<file path="config.mk">
export PLATFORM = sky130hd
export DESIGN_NAME = hazard_scoreboard
export DESIGN_NICKNAME = d
export VERILOG_FILES = /design/src/rtl/hazard_pkg.sv /design/src/rtl/hazard_scoreboard_fwd_sel.sv /design/src/rtl/hazard_scoreboard.sv
export SDC_FILE = /design/constraint.sdc
export NUM_CORES = 1
export LEC_CHECK = 0
export BUFFER_PORTS_ARGS = -buffer_cell sky130_fd_sc_hd__buf_2
export CORE_UTILIZATION = 45
export CTS_CLUSTER_DIAMETER = 80
export CTS_CLUSTER_SIZE = 30
export DETAILED_ROUTE_END_ITERATION = 10
export GPL_ROUTABILITY_DRIVEN = 0
export HOLD_SLACK_MARGIN = 0.08
export PLACE_DENSITY = 0.75
export SYNTH_ARGS = -nofsm -noshare
export SYNTH_HDL_FRONTEND = slang
export SYNTH_SLANG_ARGS = --single-unit
</file>
<file path="constraint.sdc">
create_clock -name clk -period 2.2 [get_ports clk]
set_input_delay 0.55 -clock clk [delete_from_list [all_inputs] [get_ports clk]]
set_output_delay 0.55 -clock clk [all_outputs]
set_load 0.01 [all_outputs]
</file>
<file path="src/rtl/hazard_pkg.sv">
// Shared types and constants for the hazard scoreboard.
// A stage entry describes one in-flight instruction's register write.
package hazard_pkg;

  localparam int AW_DEFAULT = 3;

  localparam logic [1:0] FWD_RF  = 2'b00;
  localparam logic [1:0] FWD_MEM = 2'b01;
  localparam logic [1:0] FWD_WB  = 2'b10;

  typedef struct packed {
    logic                  v;
    logic                  wr;
    logic                  load;
    logic [AW_DEFAULT-1:0] dest;
  } stage_t;

  // A write to r0 is architecturally invisible, so it never forwards or stalls.
  function automatic logic eff_wr(stage_t e);
    return e.v & e.wr & (e.dest != '0);
  endfunction

endpackage

</file>
<file path="src/rtl/hazard_scoreboard_fwd_sel.sv">
// EX operand bypass select for one source operand.
// MEM is the newer producer, so it is checked before WB.
module fwd_sel
  import hazard_pkg::*;
(
  input  logic                  ex_v_i,
  input  logic [AW_DEFAULT-1:0] src_i,
  input  logic                  use_i,
  input  stage_t                mem_i,
  input  stage_t                wb_i,
  output logic [1:0]            sel_o
);

  always_comb begin
    sel_o = FWD_RF;
    // A load in MEM has no data yet; the load-use stall keeps consumers away.
    if (ex_v_i && use_i && eff_wr(mem_i) && !mem_i.load && mem_i.dest == src_i)
      sel_o = FWD_MEM;
    else if (ex_v_i && use_i && eff_wr(wb_i) && wb_i.dest == src_i)
      sel_o = FWD_WB;
  end

endmodule

</file>
<file path="src/rtl/hazard_scoreboard.sv">
// Pipeline hazard scoreboard: tracks EX/MEM/WB destinations, raises the
// load-use stall, selects EX operand bypasses and drives the WB write port.
module hazard_scoreboard
  import hazard_pkg::*;
#(
  parameter int AW = AW_DEFAULT,
  parameter int CW = 8
) (
  input  logic          clk,
  input  logic          rst,
  input  logic          id_valid,
  input  logic [AW-1:0] id_rs,
  input  logic [AW-1:0] id_rt,
  input  logic          id_use_rs,
  input  logic          id_use_rt,
  input  logic [AW-1:0] id_dest,
  input  logic          id_wr,
  input  logic          id_load,
  input  logic          flush,
  output logic          stall,
  output logic [1:0]    fwd_a,
  output logic [1:0]    fwd_b,
  output logic          reg_write,
  output logic [AW-1:0] wb_addr,
  output logic [CW-1:0] stall_cnt
);

  stage_t        ex_q, mem_q, wb_q, ex_d;
  logic [AW-1:0] ex_rs_q, ex_rt_q, ex_rs_d, ex_rt_d;
  logic          ex_use_rs_q, ex_use_rt_q, ex_use_rs_d, ex_use_rt_d;
  logic [CW-1:0] cnt_q, cnt_d;

  // flush dominates: a squashed instruction cannot cause a stall.
  assign stall = id_valid & ~flush & ex_q.load & eff_wr(ex_q) &
                 ((id_use_rs & (id_rs == ex_q.dest)) |
                  (id_use_rt & (id_rt == ex_q.dest)));

  always_comb begin
    ex_d        = '0;
    ex_rs_d     = '0;
    ex_rt_d     = '0;
    ex_use_rs_d = 1'b0;
    ex_use_rt_d = 1'b0;
    if (id_valid && !stall && !flush) begin
      ex_d        = '{v: 1'b1, wr: id_wr, load: id_load, dest: id_dest};
      ex_rs_d     = id_rs;
      ex_rt_d     = id_rt;
      ex_use_rs_d = id_use_rs;
      ex_use_rt_d = id_use_rt;
    end
  end

  always_comb begin
    cnt_d = cnt_q;
    if (stall && cnt_q != {CW{1'b1}})
      cnt_d = cnt_q + 1'b1;
  end

  always_ff @(posedge clk or posedge rst) begin
    if (rst) begin
      ex_q        <= '0;
      mem_q       <= '0;
      wb_q        <= '0;
      ex_rs_q     <= '0;
      ex_rt_q     <= '0;
      ex_use_rs_q <= 1'b0;
      ex_use_rt_q <= 1'b0;
      cnt_q       <= '0;
    end else begin
      wb_q        <= mem_q;
      mem_q       <= ex_q;
      ex_q        <= ex_d;
      ex_rs_q     <= ex_rs_d;
      ex_rt_q     <= ex_rt_d;
      ex_use_rs_q <= ex_use_rs_d;
      ex_use_rt_q <= ex_use_rt_d;
      cnt_q       <= cnt_d;
    end
  end

  fwd_sel u_fwd_a (
    .ex_v_i (ex_q.v),
    .src_i  (ex_rs_q),
    .use_i  (ex_use_rs_q),
    .mem_i  (mem_q),
    .wb_i   (wb_q),
    .sel_o  (fwd_a)
  );

  fwd_sel u_fwd_b (
    .ex_v_i (ex_q.v),
    .src_i  (ex_rt_q),
    .use_i  (ex_use_rt_q),
    .mem_i  (mem_q),
    .wb_i   (wb_q),
    .sel_o  (fwd_b)
  );

  assign reg_write = eff_wr(wb_q);
  assign wb_addr   = wb_q.dest;
  assign stall_cnt = cnt_q;

endmodule

</file>
==> results by group, run 1 <==
Status
  • Outcome: complete, but fails checks
  • Failing checks: design-rule violations

Routing
  • Post-detailed-route wirelength per cell: between 10 and 15 um
  • Count of vias placed by the detailed router: 975
  • DRC: 1
  • Number of iterations in the first detailed-routing pass: 8
  • Vias per inst: 5.21
  • Starting DRC count in detailed routing: 8
  • Post-route antenna net violation count: 0
  • Wirelength, routed: 2.54 mm

Yosys
  • Number of different library cells in the post-synthesis netlist: 24
  • Number of synthesized register bits: 33
  • Cell type contributing the most total cell area after synthesis: sky130_fd_sc_hd__dfrtp_1
  • Leading cell types by total area after synthesis: sky130_fd_sc_hd__dfrtp_1, sky130_fd_sc_hd__xnor2_1, sky130_fd_sc_hd__and2_1
  • Post-synthesis average cell area: 12.3 um^2
  • Cells after Synth: approximately 110
  • Fraction of post-synthesis cell area in the top cell type by area: 0.589
  • Cell area after technology mapping: 0.00140 mm^2
  • Yosys warnings: 0
  • Synthesized net count: ~130
  • Fraction of the yosys area taken by sequential cells: 0.589

GRT
  • Overall overflow remaining after global route: 0
  • GRT Util Overall: 0.178
  • Global-route wire length before repair: ~4.3 mm
  • Antenna violations before repair: 0
  • Pin count of the biggest net entering global routing: 34
  • Vias in the first global route: roughly 970

Floorplanning
  • Top-level I/O count: 34
  • Core area: 0.00285 mm^2
  • Die area: between 0.003 and 0.004 mm^2
  • Die H: roughly 58 um
  • Starting utilization of the core area: 0.491
  • Die outline width: between 50 and 60 um
  • Std cell rows: 19

Place
  • DPL Wire Length: roughly 1.9 mm
  • Post-Place Cell Area: 0.00159 mm^2
  • Number of buffers added on ports: 33

Timing
  • Period Utilization, post-route: 1.00
  • Final hold vios: 0
  • Worst slew pin tran: 0.617 ns
  • Post-layout min period: 2.20 ns
  • Slew Viols, Final: 0
  • Max-Slew Margin vs Limit: 0.587
  • F_max: 455 MHz
  • Count of final setup violators: 0
  • Setup repair after global routing missed its margin: yes
  • Setup Skew: around 0.0064 ns

CTS
  • CTS tree: yes
  • Register clock-pin slew on the reported worst setup and hold paths: around 0.09 ns
  • CTS Buffer Depth: 2
  • Total number of H-tree levels: 2
  • Clk Latency, worst-skew pair: between 0.3 and 0.4 ns
  • # clock sinks: 33
  • Cell chosen for the clock root: sky130_fd_sc_hd__clkbuf_4
  • Number of CTS-inserted buffers: 5

Worst setup path
  • Data arrival time of the worst path: 1.65 ns
  • Category of the most critical setup path: reg -> out
  • Flop2flop setup slack: 0.42 ns
  • Critical-path maximum fanout: 2
  • Crit end category: primary output
  • Crit path launch type: flip-flop
  • Worst-case reg-to-reg path depth: 6
  • Critical path required time: 1.65 ns

Finish
  • Synthesis-to-finish area growth: 25.5%
  • Number of antenna cells inserted: 0
  • Most frequent cells in the layout: sky130_fd_sc_hd__dfrtp_1, sky130_fd_sc_hd__buf_2, sky130_fd_sc_hd__xnor2_1
  • Design area: approximately 0.0018 mm^2
  • # fillers: 232
  • Layout cells sized above 1: 0.353
  • Count of nets after finishing: between 150 and 200

Job
  • Max cap viols: 0

Pwr
  • Maximum resistive drop on vdd: 0.501 mV
  • Sum of internal, switching and leakage power: 1.18 mW
  • PD cells: approximately 670 mW/mm^2
  • P_leak: approximately 0.87 nW

Min path
  • Type of the worst min-delay path: in -> async
[cells by family after synthesis]
family,share of synthesized area
XOR/XNOR,0.144
AO/OA/AOI/OAI,0.0411
adder cells (fa/ha/maj),0.00893
AND/OR/NAND/NOR,0.179
buffers and inverters,0.0223
multiplexers,0.0161
flip-flops,0.589
[power by group]
| group | total (mW) | internal, mW | switching, mW |
|---|---|---|---|
| logic | 0.0871 | 0.0420 | 0.0451 |
| registers | 0.639 | 0.624 | 0.0149 |
| clock network | 0.457 | 0.271 | 0.186 |
| total | 1.18 | 0.938 | 0.246 |
[through the flow]
stage / util / hold slack, ns / setup slack (ns) / TNS, ns / cells
2_1_floorplan: - / 0.353 / 0.139 / 0 / 114
3_3_place_gp: 0.558 / 0.359 / 0.186 / 0 / 176
3_5_place_dp: 0.558 / 0.363 / 0.151 / 0 / 176
4_1_cts: 0.614 / 0.300 / -0.00224 / -0.00224 / 187
5_1_grt: 0.617 / 0.318 / -0.0951 / -0.256 / 187
6_report: 0.617 / 0.303 / 0.000868 / 0 / 187
[critical path, cell delays in order, from the launching register on]
cell,delay [ns]
sky130_fd_sc_hd__dfrtp_1,0.36
sky130_fd_sc_hd__nor3_1,0.05
sky130_fd_sc_hd__or3_4,0.40
sky130_fd_sc_hd__nor4_4,0.31
sky130_fd_sc_hd__nor4_1,0.07
sky130_fd_sc_hd__buf_2,0.14
[synthesized netlist by cell type]
cell type	n
sky130_fd_sc_hd__a21oi_1	1
sky130_fd_sc_hd__a21oi_4	1
sky130_fd_sc_hd__a41oi_1	2
sky130_fd_sc_hd__and2_1	13
sky130_fd_sc_hd__and3_1	2
sky130_fd_sc_hd__buf_2	1
sky130_fd_sc_hd__buf_4	3
sky130_fd_sc_hd__dfrtp_1	33
sky130_fd_sc_hd__ha_1	1
sky130_fd_sc_hd__inv_1	1
sky130_fd_sc_hd__mux2_1	2
sky130_fd_sc_hd__nand2_1	7
sky130_fd_sc_hd__nand2b_1	2
sky130_fd_sc_hd__nand3_1	6
sky130_fd_sc_hd__nand4_1	5
sky130_fd_sc_hd__nor2_1	1
sky130_fd_sc_hd__nor3_1	2
sky130_fd_sc_hd__nor4_1	4
sky130_fd_sc_hd__o21ai_2	1
sky130_fd_sc_hd__o311a_1	1
sky130_fd_sc_hd__or3_1	1
sky130_fd_sc_hd__or3_4	1
sky130_fd_sc_hd__xnor2_1	19
sky130_fd_sc_hd__xor2_1	4
[final timing paths]
kind	end	start
worst max register to register	ex_rs_q[1]	ex_q[0]
worst min-delay path	ex_rt_q[1]	rst
min in group clk	wb_q[5]	mem_q[5]
max in group asynchronous	ex_q[1]	rst
worst max-delay path	fwd_b[1]	mem_q[0]
worst min register to register	wb_q[5]	mem_q[5]
[registers in the layout (all words and copies together), names as in the netlist]
| register | flops |
|---|---|
| stall_cnt | 8 |
| ex_q | 6 |
| mem_q | 6 |
| ex_rs_q | 3 |
| ex_rt_q | 3 |
| wb_addr | 3 |
| wb_q | 2 |
| ex_use_rs_q | 1 |
| ex_use_rt_q | 1 |
[final cells by class]
type,instances,area (um^2),area share
clock buffer,7,55.1,0.0313
clock inverter,1,30.0,0.0171
inverter,1,3.75,0.00213
multi-input combinational,76,603,0.343
sequential,33,826,0.469
tap,31,38.8,0.0220
timing repair buffer,38,203,0.115
[routing by layer]
metal,share of wire,global-route usage,routed length [um]
met1,0.46,0.227,1170
met2,0.48,0.278,1230
met3,0.046,0.0513,117
met4,0.011,0.0918,29
met5,0,0,0
[what timing repair did]
action	in CTS	in global routing
gates resized for setup	8	1
pin swaps	3	4
setup buffers	3	0
hold buffers	0	0
setup endpoints to repair	4	4
Note: power is estimated with default switching activity, not from simulation.
==> run 2, diff against run 1 <==
- PLACE_DENSITY: 0.75 -> 0.74
- SYNTH_HIERARCHICAL: unset -> 1
==> run 2 against run 1 <==
  * The run ends with negative setup slack left
  * Worst setup slack worse by 0.10 ns
  * Final area increased by 8.0%
  * Global-route usage up 1.6 points
  * Via count up 19%
  * Clock power down 30%
  * First-iteration DRC count grew to 3.9 times the previous value
  * Die area grew 11%
  * Critical path type unchanged
==> results by group, run 2 <==
Status
  • Outcome: complete, but fails checks (unchanged)
  • Failing checks: negative setup slack (was design-rule violations)

Floorplanning
  • Die outline width: 60.9 um (was 57.8 um)
  • Core area: 0.00334 mm^2 (was 0.00285 mm^2)
  • Die H: 60.9 um (was 57.8 um)
  • Die area: 0.00371 mm^2 (was 0.00334 mm^2)
  • Std cell rows: 21 (was 19)
  • Top-level I/O count: 34 (unchanged)
  • Starting utilization of the core area: 0.468 (was 0.491)

Place
  • Placement Setup Slack: 0.0590 ns (was 0.151 ns)
  • DPL Wire Length: 2.25 mm (was 1.90 mm)
  • Number of buffers added on ports: 33 (unchanged)

CTS
  • CTS Buffer Depth: 2 (unchanged)
  • CTS tree: yes (unchanged)
  • Register clock-pin slew on the reported worst setup and hold paths: 0.10 ns (was 0.09 ns)
  • Number of CTS-inserted buffers: 5 (unchanged)
  • Cell chosen for the clock root: sky130_fd_sc_hd__clkbuf_4 (unchanged)
  • Clk Latency, worst-skew pair: 0.33 ns (was 0.32 ns)
  • Number of hold buffers added after cts: 0 (unchanged)
  • # clock sinks: 33 (unchanged)
  • Total number of H-tree levels: 2 (unchanged)

Yosys
  • Yosys warnings: 6 (was 0)
  • Cells after Synth: 128 (was 114)
  • Synthesized net count: 146 (was 132)
  • Cell area after technology mapping: 0.00156 mm^2 (was 0.00140 mm^2)
  • Post-synthesis average cell area: 12.2 um^2 (was 12.3 um^2)

Finish
  • Layout cells sized above 1: 0.383 (was 0.353)
  • Count of nets after finishing: 192 (was 173)
  • # fillers: 305 (was 232)
  • Flip-flop count of the largest register, all copies and words added: 8 (unchanged)
  • Final standard cell utilization of the core: 0.570 (was 0.617)
  • Number of antenna cells inserted: 0 (unchanged)
  • Synthesis-to-finish area growth: 21.7% (was 25.5%)
  • Most frequent cells in the layout: sky130_fd_sc_hd__buf_2, sky130_fd_sc_hd__dfrtp_1, sky130_fd_sc_hd__nor3b_1, sky130_fd_sc_hd__xor2_1, sky130_fd_sc_hd__buf_4 (was sky130_fd_sc_hd__dfrtp_1, sky130_fd_sc_hd__buf_2, sky130_fd_sc_hd__xnor2_1)
  • Most common library cell in the layout ignoring fill and taps: sky130_fd_sc_hd__buf_2

Worst setup path
  • Flop2flop setup slack: 0.39 ns (was 0.42 ns)
  • Critical-path maximum fanout: 3 (was 2)
  • Category of the most critical setup path: reg -> out (unchanged)
  • Cell Chain, Critical Path: xor2_1 -> or4_1 -> a21oi_2 -> nor3_1 -> buf_2 (was nor3_1 -> or3_4 -> nor4_4 -> nor4_1 -> buf_2)
  • Crit-path slowest cell: sky130_fd_sc_hd__or4_1 (was sky130_fd_sc_hd__or3_4)
  • Crit path launch type: flip-flop (unchanged)
  • Biggest cell delay along the critical path: 0.49 ns (was 0.40 ns)
  • Critical path required time: 1.65 ns (about the same)
  • Crit end category: primary output (unchanged)
  • Data arrival time of the worst path: 1.75 ns (was 1.65 ns)
  • Startpoint of the lowest-slack register-to-register path: ex_q[2] (was ex_q[0])
  • Worst reg2reg endpoint: stall_cnt[5] (was ex_rs_q[1])
  • Worst-case reg-to-reg path depth: 6 (unchanged)

Pwr
  • Maximum resistive drop on vdd: 0.372 mV (was 0.501 mV)
  • P_leak: 0.923 nW (was 0.865 nW)
  • PD cells: 561 mW/mm^2 (was 673 mW/mm^2)

Timing
  • Final hold vios: 0 (unchanged)
  • Setup Skew: 0.00790 ns (was 0.00639 ns)
  • Period Utilization, post-route: 1.05 (was 1.00)
  • Count of final setup violators: 4 (was 0)
  • F_max: 435 MHz (was 455 MHz)
  • Slew Viols, Final: 0 (unchanged)
  • Worst Setup Slack, final: -0.100 ns (was 0.000868 ns)
  • Setup repair after global routing missed its margin: yes (unchanged)
  • Final TNS setup: -0.284 ns (was 0 ns)
  • Post-layout min period: 2.30 ns (was 2.20 ns)
  • Worst slew pin tran: 0.522 ns (was 0.617 ns)
  • Max-Slew Margin vs Limit: 0.651 (was 0.587)

GRT
  • Vias in the first global route: 1100 (was 965)
  • Overall overflow remaining after global route: 0 (unchanged)
  • Pin count of the biggest net entering global routing: 34 (unchanged)
  • GRT Util Overall: 0.194 (was 0.178)
  • Antenna violations before repair: 0 (unchanged)
  • Global-route wire length before repair: 5.08 mm (was 4.30 mm)

Routing
  • Post-detailed-route wirelength per cell: 14.0 um (was 13.6 um)
  • DRC: 0 (was 1)
  • Starting DRC count in detailed routing: 31 (was 8)
  • Count of vias placed by the detailed router: 1162 (was 975)
  • Wirelength, routed: 3.10 mm (was 2.54 mm)
  • Vias per inst: 5.26 (was 5.21)
  • Number of iterations in the first detailed-routing pass: 4 (was 8)
  • Post-route antenna net violation count: 0 (unchanged)

Min path
  • Type of the worst min-delay path: in -> async (unchanged)

Job
  • Max cap viols: 0 (unchanged)
run 2: per-layer routing:
metal	routed length (um)	global-route usage	up-vias
li1	-	-	554
met1	1360	0.250	561
met2	1510	0.295	36
met3	120	0.0576	11
met4	106	0.101	0
met5	0	0	-
run 2: how the worst max path moves through the flow:
stage | from | end | slack [ns]
after global placement | flush | stall | 0.08
after detailed placement | flush | stall | 0.06
after floorplan | flush | stall | 0.01
after global routing | mem_q[0] | fwd_a[1] | -0.20
final | mem_q[0] | fwd_a[1] | -0.10
after CTS | mem_q[0] | fwd_a[1] | -0.10
run 2: cell type report:
cell class / count / area, um^2 / share of cell area
Clock buffer: 5 / 37.5 / 0.0197
Clock inverter: 3 / 17.5 / 0.00922
Inverter: 2 / 7.51 / 0.00395
Multi-Input combinational cell: 87 / 698 / 0.367
Sequential cell: 33 / 827 / 0.435
Tap cell: 46 / 57.6 / 0.0303
Timing Repair Buffer: 45 / 255 / 0.134
run 2: power by group:
| group | internal (mW) | total (mW) | leakage, nW | switching, mW |
|---|---|---|---|---|
| clock network | 0.120 | 0.322 | 0.0310 | 0.202 |
| registers | 0.626 | 0.648 | 0.444 | 0.0220 |
| logic | 0.0460 | 0.0949 | 0.447 | 0.0489 |
| total | 0.792 | 1.07 | 0.923 | 0.273 |
run 2: through the flow:
stage / power [mW] / std cells / area [um^2] / hold WS [ns]
after floorplan: 0.711 / 128 / 1560 / 0.353
after global placement: 0.744 / 207 / 1790 / 0.367
after detailed placement: 0.747 / 207 / 1790 / 0.365
after CTS: 1.08 / 220 / 1880 / 0.280
after global routing: 1.13 / 221 / 1900 / 0.314
final: 1.07 / 221 / 1900 / 0.273
run 2: critical path, delay by kind of cell (launching register included):
family          cells  cell delay, ns
buf+inv             1            0.13
xor+xnor            1            0.17
compound gates      1            0.14
flops               1            0.44
simple gates        2            0.55
run 2: repair_timing:
item                       4_1_cts  5_1_grt
resized for setup                1        2
buffers inserted                 5        1
pin swaps                        6        1
setup endpoints to repair        5        5
==> run 3, diff against run 2 <==
- ABC_AREA: unset -> 1
- HOLD_SLACK_MARGIN: 0.08 -> unset
- PLACE_DENSITY: 0.74 -> 0.73
==> run 3 against run 2 <==
  * The flow now finishes without violations
  * Critical path depth stayed put
  * Sequential power hardly changed
  * Critical path type unchanged
  * Maximum frequency rose by 17%
  * Non-clock buffer count decreased by 9
  * Highest routed layer unchanged
  * Routed wire length increased by 11%
  * Clock skew down 0.0023 ns
  * Core utilization is 0.14 points higher
  * Largest cell class unchanged
  * First-iteration DRC count grew 32%
  * Combinational power rose by 16%
  * Die area is 16% higher
==> results by group, run 3 <==
Floorplanning
  • Std cell rows: 22 (was 21)
  • Starting utilization of the core area: 0.481 (was 0.468)
  • Top-level I/O count: 34 (unchanged)
  • Core area: 0.00377 mm^2 (was 0.00334 mm^2)
  • Die H: 65.5 um (was 60.9 um)
  • Die area: 0.00429 mm^2 (was 0.00371 mm^2)
  • Die outline width: 65.5 um (was 60.9 um)

Yosys
  • Yosys warnings: 6 (unchanged)
  • Post-synthesis average cell area: 7.62 um^2 (was 12.2 um^2)
  • Cell area after technology mapping: 0.00181 mm^2 (was 0.00156 mm^2)
  • Cells after Synth: 238 (was 128)
  • Synthesized net count: 256 (was 146)

Worst setup path
  • Cell Chain, Critical Path: nor3_1 -> nor3_4 -> nand2_4 -> inv_1 -> buf_2 (was xor2_1 -> or4_1 -> a21oi_2 -> nor3_1 -> buf_2)
  • Category of the most critical setup path: reg -> out (unchanged)
  • Crit-path slowest cell: sky130_fd_sc_hd__dfrtp_1 (was sky130_fd_sc_hd__or4_1)
  • Biggest cell delay along the critical path: 0.44 ns (was 0.49 ns)
  • Critical path required time: 1.65 ns (about the same)
  • Critical-path maximum fanout: 6 (was 3)
  • Crit end category: primary output (unchanged)
  • Crit path launch type: flip-flop (unchanged)
  • Data arrival time of the worst path: 1.41 ns (was 1.75 ns)

Timing
  • Worst Setup Slack, final: 0.236 ns (was -0.100 ns)
  • Slew Viols, Final: 0 (unchanged)
  • Final hold vios: 0 (unchanged)
  • Setup Skew: 0.00560 ns (was 0.00790 ns)
  • Worst slew pin tran: 0.403 ns (was 0.522 ns)
  • Setup repair after global routing missed its margin: no (was yes)
  • Count of final setup violators: 0 (was 4)
  • Final TNS setup: 0 ns (was -0.284 ns)
  • Max-Slew Margin vs Limit: 0.731 (was 0.651)
  • Worst Hold Margin: 0.343 ns (was 0.273 ns)
  • F_max: 509 MHz (was 435 MHz)
  • Post-layout min period: 1.96 ns (was 2.30 ns)
  • Period Utilization, post-route: 0.893 (was 1.05)

Routing
  • Number of iterations in the first detailed-routing pass: 4 (unchanged)
  • Wirelength, routed: 3.43 mm (was 3.10 mm)
  • Starting DRC count in detailed routing: 41 (was 31)
  • Count of vias placed by the detailed router: 1507 (was 1162)
  • Post-route antenna net violation count: 0 (unchanged)
  • DRC: 0 (unchanged)
  • Post-detailed-route wirelength per cell: 10.5 um (was 14.0 um)
  • Vias per inst: 4.62 (was 5.26)

CTS
  • CTS tree: yes (unchanged)
  • Number of CTS-inserted buffers: 5 (unchanged)
  • Clk Latency, worst-skew pair: 0.28 ns (was 0.33 ns)
  • Register clock-pin slew on the reported worst setup and hold paths: 0.07 ns (was 0.10 ns)
  • Number of gates given a new drive strength after cts: 0 (was 1)
  • Cell chosen for the clock root: sky130_fd_sc_hd__clkbuf_8 (was sky130_fd_sc_hd__clkbuf_4)
  • Post-CTS Setup Inserts: 0 (was 5)
  • # clock sinks: 33 (unchanged)
  • Total number of H-tree levels: 2 (unchanged)
  • Number of hold buffers added after cts: 0 (unchanged)
  • CTS Buffer Depth: 2 (unchanged)

GRT
  • Highest-utilization routing layer at the global route stage: met2 (unchanged)
  • Vias in the first global route: 1332 (was 1100)
  • Pin count of the biggest net entering global routing: 34 (unchanged)
  • GR Util met2: 0.291 (was 0.295)
  • Global-route wire length before repair: 5.92 mm (was 5.08 mm)
  • Met3 global-route usage: 0.0556 (was 0.0576)
  • GRT Util Overall: 0.186 (was 0.194)
  • Met1 layer usage reported by global route: 0.237 (was 0.250)
  • Overall overflow remaining after global route: 0 (unchanged)
  • Antenna violations before repair: 0 (unchanged)

Place
  • DPL Wire Length: 2.50 mm (was 2.25 mm)
  • Placement Setup Slack: 0.364 ns (was 0.0590 ns)
  • Number of buffers added on ports: 33 (unchanged)

Finish
  • Flip-flop count of the largest register, all copies and words added: 8 (unchanged)
  • Most frequent cells in the layout: sky130_fd_sc_hd__nand2_1, sky130_fd_sc_hd__inv_1, sky130_fd_sc_hd__dfrtp_1, sky130_fd_sc_hd__buf_2, sky130_fd_sc_hd__nor2_1 (was sky130_fd_sc_hd__buf_2, sky130_fd_sc_hd__dfrtp_1, sky130_fd_sc_hd__nor3b_1, sky130_fd_sc_hd__xor2_1, sky130_fd_sc_hd__buf_4)
  • Synthesis-to-finish area growth: 18.7% (was 21.7%)
  • Final standard cell utilization of the core: 0.571 (was 0.570)
  • Count of nets after finishing: 295 (was 192)
  • Most common library cell in the layout ignoring fill and taps: sky130_fd_sc_hd__nand2_1 (was sky130_fd_sc_hd__buf_2)
  • Layout cells sized above 1: 0.263 (was 0.383)
  • # fillers: 348 (was 305)
  • Number of antenna cells inserted: 0 (unchanged)

Pwr
  • P_leak: 1.21 nW (was 0.923 nW)
  • PD cells: 659 mW/mm^2 (was 561 mW/mm^2)
  • Maximum resistive drop on vdd: 0.363 mV (was 0.372 mV)

Job
  • Max cap viols: 0 (unchanged)

Status
  • Outcome: complete, no violations (was complete, but fails checks)

Min path
  • Type of the worst min-delay path: in -> async (unchanged)
==> run 3: cell type report <==
type | instances | area [um^2] | share of cell area
repair buffers | 36 | 188 | 0.0872
multi-input cells | 157 | 781 | 0.363
flip-flops and latches | 33 | 826 | 0.383
inverters | 44 | 165 | 0.0767
clock buffers | 5 | 68.8 | 0.0320
clock inverters | 3 | 65.1 | 0.0302
well taps | 48 | 60.1 | 0.0279
==> run 3: worst paths after layout <==
kind / start / endpoint / slack (ns) / cells past startpoint
setup / recovery: ex_q[1] / stall / 0.24 / 5
hold / removal: rst / ex_use_rs_q / 0.34 / 3
setup reg to reg: stall_cnt[0] / stall_cnt[7] / 0.65 / 7
hold reg to reg: ex_q[4] / mem_q[4] / 0.38 / 0
max in group asynchronous: rst / mem_q[4] / 1.57 / 3
min in group clk: ex_q[4] / mem_q[4] / 0.38 / 0
==> run 3: metal layers <==
| layer | routed length (um) | share of wire |
|---|---|---|
| met1 | 1580 | 0.46 |
| met2 | 1670 | 0.49 |
| met3 | 147 | 0.043 |
| met4 | 38 | 0.011 |
| met5 | 0 | 0 |
==> run 3: worst max-delay path, delay by kind of cell, from the launching register on <==
family	cells	cell delay, ns
AND/OR/NAND/NOR	3	0.53
flip-flops	1	0.44
buffers and inverters	2	0.16
==> run 3: where the power goes <==
part,internal [mW],switching (mW)
combinational,0.0424,0.0677
sequential,0.625,0.0208
clock,0.450,0.213
==> run 3: metrics by stage <==
step	std cells	cell area, um^2	total power, mW
after global routing	326	2150	1.49
final	326	2150	1.42
after detailed placement	318	2020	0.769
after floorplan	238	1810	0.736
after global placement	318	2020	0.767
after CTS	326	2150	1.44
